### config.mk
export PLATFORM = sky130hd
export DESIGN_NAME = btb_predictor
export DESIGN_NICKNAME = d
export VERILOG_FILES = /design/src/rtl/btb_predictor.sv
export SDC_FILE = /design/constraint.sdc
export NUM_CORES = 1
export LEC_CHECK = 0
export BUFFER_PORTS_ARGS = -buffer_cell sky130_fd_sc_hd__clkbuf_2
export CELL_PAD_IN_SITES_DETAIL_PLACEMENT = 1
export CELL_PAD_IN_SITES_GLOBAL_PLACEMENT = 1
export CORE_AREA = 8 8 300 302
export DETAILED_ROUTE_END_ITERATION = 16
export DIE_AREA = 0 0 308 310
export GPL_ROUTABILITY_DRIVEN = 0
export GPL_TIMING_DRIVEN = 0
export PLACE_DENSITY_LB_ADDON = 0.1
export REMOVE_ABC_BUFFERS = 1
export SYNTH_ARGS = -nofsm -noshare
export SYNTH_HDL_FRONTEND = slang
export SYNTH_SLANG_ARGS = --single-unit
### constraint.sdc
create_clock -name clk -period 7.1 [get_ports clk]
set_input_delay 1.42 -clock clk [delete_from_list [all_inputs] [get_ports clk]]
set_output_delay 1.42 -clock clk [all_outputs]
set_load 0.05 [all_outputs]
### src/rtl/btb_predictor.sv
// btb_predictor
//    Direct-mapped branch target buffer with 2-bit saturating counters.
//    Fetch side: combinational lookup of if_pc against the registered table
//    yields pred_taken / pred_target for the next-PC select.
//    Resolve side: the EX/MEM outcome trains the table (write lands on the
//    next rising clk edge) and flags mispredicts with a corrective PC.
//
// Optional feature: define BTB_STATS_EN to build 32-bit hit and mispredict
//    counters on stat_hits / stat_mispred. Without it both ports read 0 and
//    no counter registers exist.
//
// Ports
//    clk             clock, all state changes on rising edge
//    rst             synchronous active-high reset
//    if_pc           fetch PC being looked up
//    pred_taken      lookup hit and counter predicts taken
//    pred_target     stored target if pred_taken, else if_pc+4
//    ex_valid        resolved instruction valid
//    ex_is_branch    resolved instruction is a conditional branch or jal
//    ex_pc           PC of the resolved instruction
//    ex_taken        actual outcome
//    ex_target       actual taken target
//    ex_pred_taken   prediction carried down the pipe
//    ex_pred_target  predicted target carried down the pipe
//    mispredict      redirect required this cycle
//    redirect_pc     correct next PC (meaningful only with mispredict)
//    stat_hits       lookup-hit count
//    stat_mispred    mispredict count
module btb_predictor #(
   parameter int ENTRIES = 16
) (
   input  logic        clk,
   input  logic        rst,
   input  logic [31:0] if_pc,
   output logic        pred_taken,
   output logic [31:0] pred_target,
   input  logic        ex_valid,
   input  logic        ex_is_branch,
   input  logic [31:0] ex_pc,
   input  logic        ex_taken,
   input  logic [31:0] ex_target,
   input  logic        ex_pred_taken,
   input  logic [31:0] ex_pred_target,
   output logic        mispredict,
   output logic [31:0] redirect_pc,
   output logic [31:0] stat_hits,
   output logic [31:0] stat_mispred
);

   localparam int IDX_W = $clog2(ENTRIES);
   localparam int TAG_W = 30 - IDX_W;

   logic              valid_q  [ENTRIES];
   logic [TAG_W-1:0]  tag_q    [ENTRIES];
   logic [31:0]       target_q [ENTRIES];
   logic [1:0]        ctr_q    [ENTRIES];

   logic [IDX_W-1:0]  if_idx;
   logic [TAG_W-1:0]  if_tag;
   logic [IDX_W-1:0]  ex_idx;
   logic [TAG_W-1:0]  ex_tag;
   logic              lookup_hit;
   logic              ex_hit;
   logic              upd;
   logic [1:0]        ctr_next;

   assign if_idx = if_pc[IDX_W+1:2];
   assign if_tag = if_pc[31:IDX_W+2];
   assign ex_idx = ex_pc[IDX_W+1:2];
   assign ex_tag = ex_pc[31:IDX_W+2];

   // Gated by rst so the fetch side sees a cold table during the reset cycle.
   assign lookup_hit  = !rst && valid_q[if_idx] && (tag_q[if_idx] == if_tag);
   assign pred_taken  = lookup_hit && ctr_q[if_idx][1];
   assign pred_target = pred_taken ? target_q[if_idx] : (if_pc + 32'd4);

   assign upd    = ex_valid && ex_is_branch;
   assign ex_hit = valid_q[ex_idx] && (tag_q[ex_idx] == ex_tag);

   // Mispredict is purely a function of the resolve inputs; rst does not mask it.
   assign mispredict  = upd && ((ex_pred_taken != ex_taken) ||
                                (ex_taken && (ex_pred_target != ex_target)));
   assign redirect_pc = ex_taken ? ex_target : (ex_pc + 32'd4);

   always_comb begin
      ctr_next = ctr_q[ex_idx];
      if (ex_taken) begin
         if (ctr_q[ex_idx] != 2'b11) ctr_next = ctr_q[ex_idx] + 2'd1;
      end else begin
         if (ctr_q[ex_idx] != 2'b00) ctr_next = ctr_q[ex_idx] - 2'd1;
      end
   end

   // Lookup reads the old entry in the same cycle as a write; no bypass.
   always_ff @(posedge clk) begin
      if (rst) begin
         for (int i = 0; i < ENTRIES; i++) begin
            valid_q[i] <= 1'b0;
            ctr_q[i]   <= 2'b01;
         end
      end else if (upd) begin
         if (ex_hit) begin
            ctr_q[ex_idx] <= ctr_next;
            if (ex_taken) target_q[ex_idx] <= ex_target;
         end else if (ex_taken) begin
            valid_q[ex_idx]  <= 1'b1;
            tag_q[ex_idx]    <= ex_tag;
            target_q[ex_idx] <= ex_target;
            ctr_q[ex_idx]    <= 2'b10;
         end
      end
   end

`ifdef BTB_STATS_EN
   logic [31:0] hits_q;
   logic [31:0] mispred_q;

   always_ff @(posedge clk) begin
      if (rst) begin
         hits_q    <= '0;
         mispred_q <= '0;
      end else begin
         if (lookup_hit) hits_q    <= hits_q + 32'd1;
         if (mispredict) mispred_q <= mispred_q + 32'd1;
      end
   end

   assign stat_hits    = hits_q;
   assign stat_mispred = mispred_q;
`else
   assign stat_hits    = 32'd0;
   assign stat_mispred = 32'd0;
`endif

endmodule

==> qor.yml <==
route:
  first_pass_iters: 6
  vias_per_cell: 6.72
  routed_wl_um: 145000
  vias: 26400
  drt_iter0_drc: 3646
  drc: 0
  wire_per_inst_um: 36.9
  postRouteAntennaNets: 0
cts:
  clkSlewWorstSetupHoldPaths_ns: 0.06
  h-tree-depth: 3
  clock_path_buffers: 3
  numCtsBuffers: 101
  holdBufCountCts: 0
  clk_latency_ns: 0.68
  cts_tree: "yes"
  cts_sinks: 976
  cts-root-buf: "clkbuf_16"
global_route:
  grt_pass1_vias: 27400
  grt_use_total_pct: 30.0
  grt_pass1_wl_um: 203000
  grt_max_degree: 79
  antenna_found_initial: 9
  overflow: 0
sta:
  fin_ws_ns: -0.0154
  finalCriticalPeriod_ns: 7.12
  fin_hold_ws_ns: 0.497
  fmax_mhz: 141
  drv_slew: 0
  worstMarginPinSlew_ns: 1.31
  rsz0062_at_grt: "no"
  hold_violations: 0
  period_share_pct: 100
  totalNegativeSetupSlack_ns: -0.0154
  maxSlewHeadroom_pct: 12.1
  clock_skew_ns: 0.0383
  setup_viol: 1
power_and_ir_drop:
  power-per-cell-area_nw_per_um2: 253
  p_sw_mw: 3.12
  internal_power_mw: 9.84
  p_clk_share_pct: 41.4
  combPwrFrac_pct: 9.5
  p_seq_share_pct: 49.2
  leakagePower_nw: 16.8
  power.share.switching_pct: 24.1
  power_mw: 13.0
  ir_worst_vdd_v: 0.000268
status:
  violations: "setup timing"
  status: "finished with violations"
floorplanning:
  die_y_um: 310
  core_area_um2: 85700
  start_util_pct: 52.3
  num_rows: 108
  die_area_um2: 95500
  io_pins: 264
  die_w_um: 308
placed_design:
  placed_area_um2: 47500
  post-dp-hpwl_um: 91900
  numPortBuffers: 199
layout:
  post-route-cell-area_um2: 51100
  drive_above_1_share_pct: 30.2
  layout.nets: 2826
  final_common_cell: "edfxtp_1"
  final_cell_mix: "edfxtp_1, mux4_2, clkbuf_2, nand2_1, clkbuf_16"
  area_delta_synth_final_pct: 14.3
setup_path:
  cp-start-kind: "primary input"
  required_ns: 5.68
  worst-path-max-fanout: 34
  rr_worst_depth: 11
  critPathCaptureType: "output port"
  crit_top_cell: "nand2_1"
  worst_path_dominant_cell_family: "simple AND/OR/NAND/NOR gates"
  r2r_start: "tag_q[11][9]$_DFFE_PP_"
  path_class: "primary input to output port"
  regToRegSetupSlack_ns: 2.11
  path_buf_inv: 2
  path_cells: "buf_2, nand2_1, nor4_1, and4_1, nand2_1, nor2_1, nand3_1, xor2_1, o21ai_0, clkbuf_2"
  reg2reg_to: "tag_q[14][9]$_DFFE_PP_"
  worst_path_max_delay_cell: "buf_2"
  slowest_delay_ns: 0.89
  crit_arrival_ns: 5.70
synth:
  synth-compound-area-share_pct: 3.33
  ys_types: 70
  yosysWarnings: 0
  synthAdderAreaFrac_pct: 0.140
  avgSynthCellArea_um2: 18.1
  yosysSeqAreaShare_pct: 65.1
  ys_async_sr_fraction_pct: 0
  yosys-mux-area-fraction_pct: 21.2
  syn_area_um2: 44800
  synthXorXnorAreaFrac_pct: 2.56
  synth-edff-count: 960
  synth_ff_type: "edfxtp_1"
  synth_simple_gate_area_share_pct: 4.53
  synthCells: 2477
  ys_ff_latch: 976
  synth_top_family_by_area: "multiplexers"
min_path:
  hp-start: "valid_q[1]$_DFF_P_"
  min_path_cells: 1
  hold_end: "valid_q[1]$_DFF_P_"
  hold_class: "flop to flop"
flow_run:
  cap_violations: 0
## worst reg2reg max path, stage by stage (launching register included)
cell      delay (ns)
edfxtp_1        0.39
mux4_2          0.48
o21ai_0         0.26
mux2_2          0.38
or4b_1          0.57
or4_1           0.43
or4_1           0.48
nor4b_4         0.80
buf_6           0.31
buf_6           0.22
nor2_4          0.17
buf_12          0.22
## cells in the mapped netlist, drive strengths merged, types with 5 or more instances
| master | instances | area, um^2 |
|---|---|---|
| a21oi | 15 | 75.1 |
| nor2b | 22 | 138 |
| ha | 5 | 62.6 |
| and3 | 13 | 81.3 |
| nand2 | 121 | 454 |
| a21boi | 18 | 135 |
| mux2 | 43 | 484 |
| nand3 | 34 | 170 |
| nor4 | 18 | 113 |
| a211oi | 14 | 105 |
| clkbuf | 61 | 229 |
| and2 | 24 | 150 |
| nor3 | 21 | 110 |
| edfxtp | 960 | 28800 |
| mux2i | 90 | 901 |
| o22a | 17 | 149 |
| o21ai | 51 | 255 |
| a2111oi | 9 | 85.1 |
| nor2 | 66 | 248 |
| xor2 | 59 | 517 |
| or4 | 8 | 60.1 |
| dfxtp | 16 | 320 |
| xnor2 | 72 | 631 |
| a22oi | 25 | 188 |
| nand2b | 12 | 75.1 |
| inv | 35 | 131 |
| o2bb2ai | 5 | 43.8 |
| nand4 | 33 | 206 |
| mux4 | 359 | 8090 |
| buf | 160 | 1050 |
| o22ai | 29 | 181 |
## cell families after synthesis
group	count (synthesis)
compound gates	216
buf+inv	258
fa+ha+maj	5
flops	976
xor+xnor	131
other cells	1
mux	492
simple gates	398
## flip-flops by register name, indices dropped and copies added (netlist names)
register	cells
ctr_q	32
target_q	512
tag_q	416
valid_q	16
## power groups by stage
stage / Combinational [mW] / Clock, mW / Sequential [mW]
CTS: 1.21 / 5.41 / 6.37
global route: 1.28 / 5.59 / 6.37
global placement: 1.28 / 0 / 6.49
detailed placement: 1.18 / 0 / 6.49
floorplan: 0.619 / 0 / 6.49
finish: 1.23 / 5.36 / 6.37
## per-layer routing
metal,GRT usage [%],part of all wire (%)
met2,48.7,48
met4,10.2,3.8
met5,0,0.042
met1,40.8,38
met3,6.25,9.9
## timing repair
item,in CTS,in global routing
endpoints found under the setup margin,107,34
buffers inserted,3,0
pin swaps,1,0
gates cloned,7,2
gates resized for setup,9,12
endpoints found under the hold margin,0,0
## cell type report
class / instances / area (um^2)
fillers: 7536 / 34500
flip-flops and latches: 976 / 29100
multi-input cells: 1306 / 14600
clock buffers: 120 / 2600
repair buffers: 265 / 2480
well taps: 1155 / 1450
clock inverters: 63 / 717
inverters: 37 / 140
diodes: 4 / 10.0
## metrics by stage
stage | setup WS [ns] | std cells | util [%]
2_1_floorplan | 0.000440 | 2319 | -
3_3_place_gp | -12.66 | 3673 | 53.9
3_5_place_dp | -1.24 | 3727 | 55.4
4_1_cts | 0.0168 | 3920 | 59.6
5_1_grt | 0.00770 | 3922 | 59.7
6_report | -0.0154 | 3926 | 59.7
## worst max-delay path by stage
stage / cells after the start / slack (ns) / start / endpoint
final: 10 / -0.02 / ex_pc[4] / redirect_pc[29]
after global routing: 15 / 0.008 / if_pc[5] / pred_target[27]
after CTS: 14 / 0.02 / if_pc[4] / pred_target[27]
after detailed placement: 14 / -1.24 / if_pc[2] / pred_target[27]
after global placement: 11 / -12.66 / if_pc[2] / pred_target[31]
after floorplan: 8 / 0.0004 / if_pc[2] / pred_target[2]
Note: power is estimated with default switching activity, not from simulation.
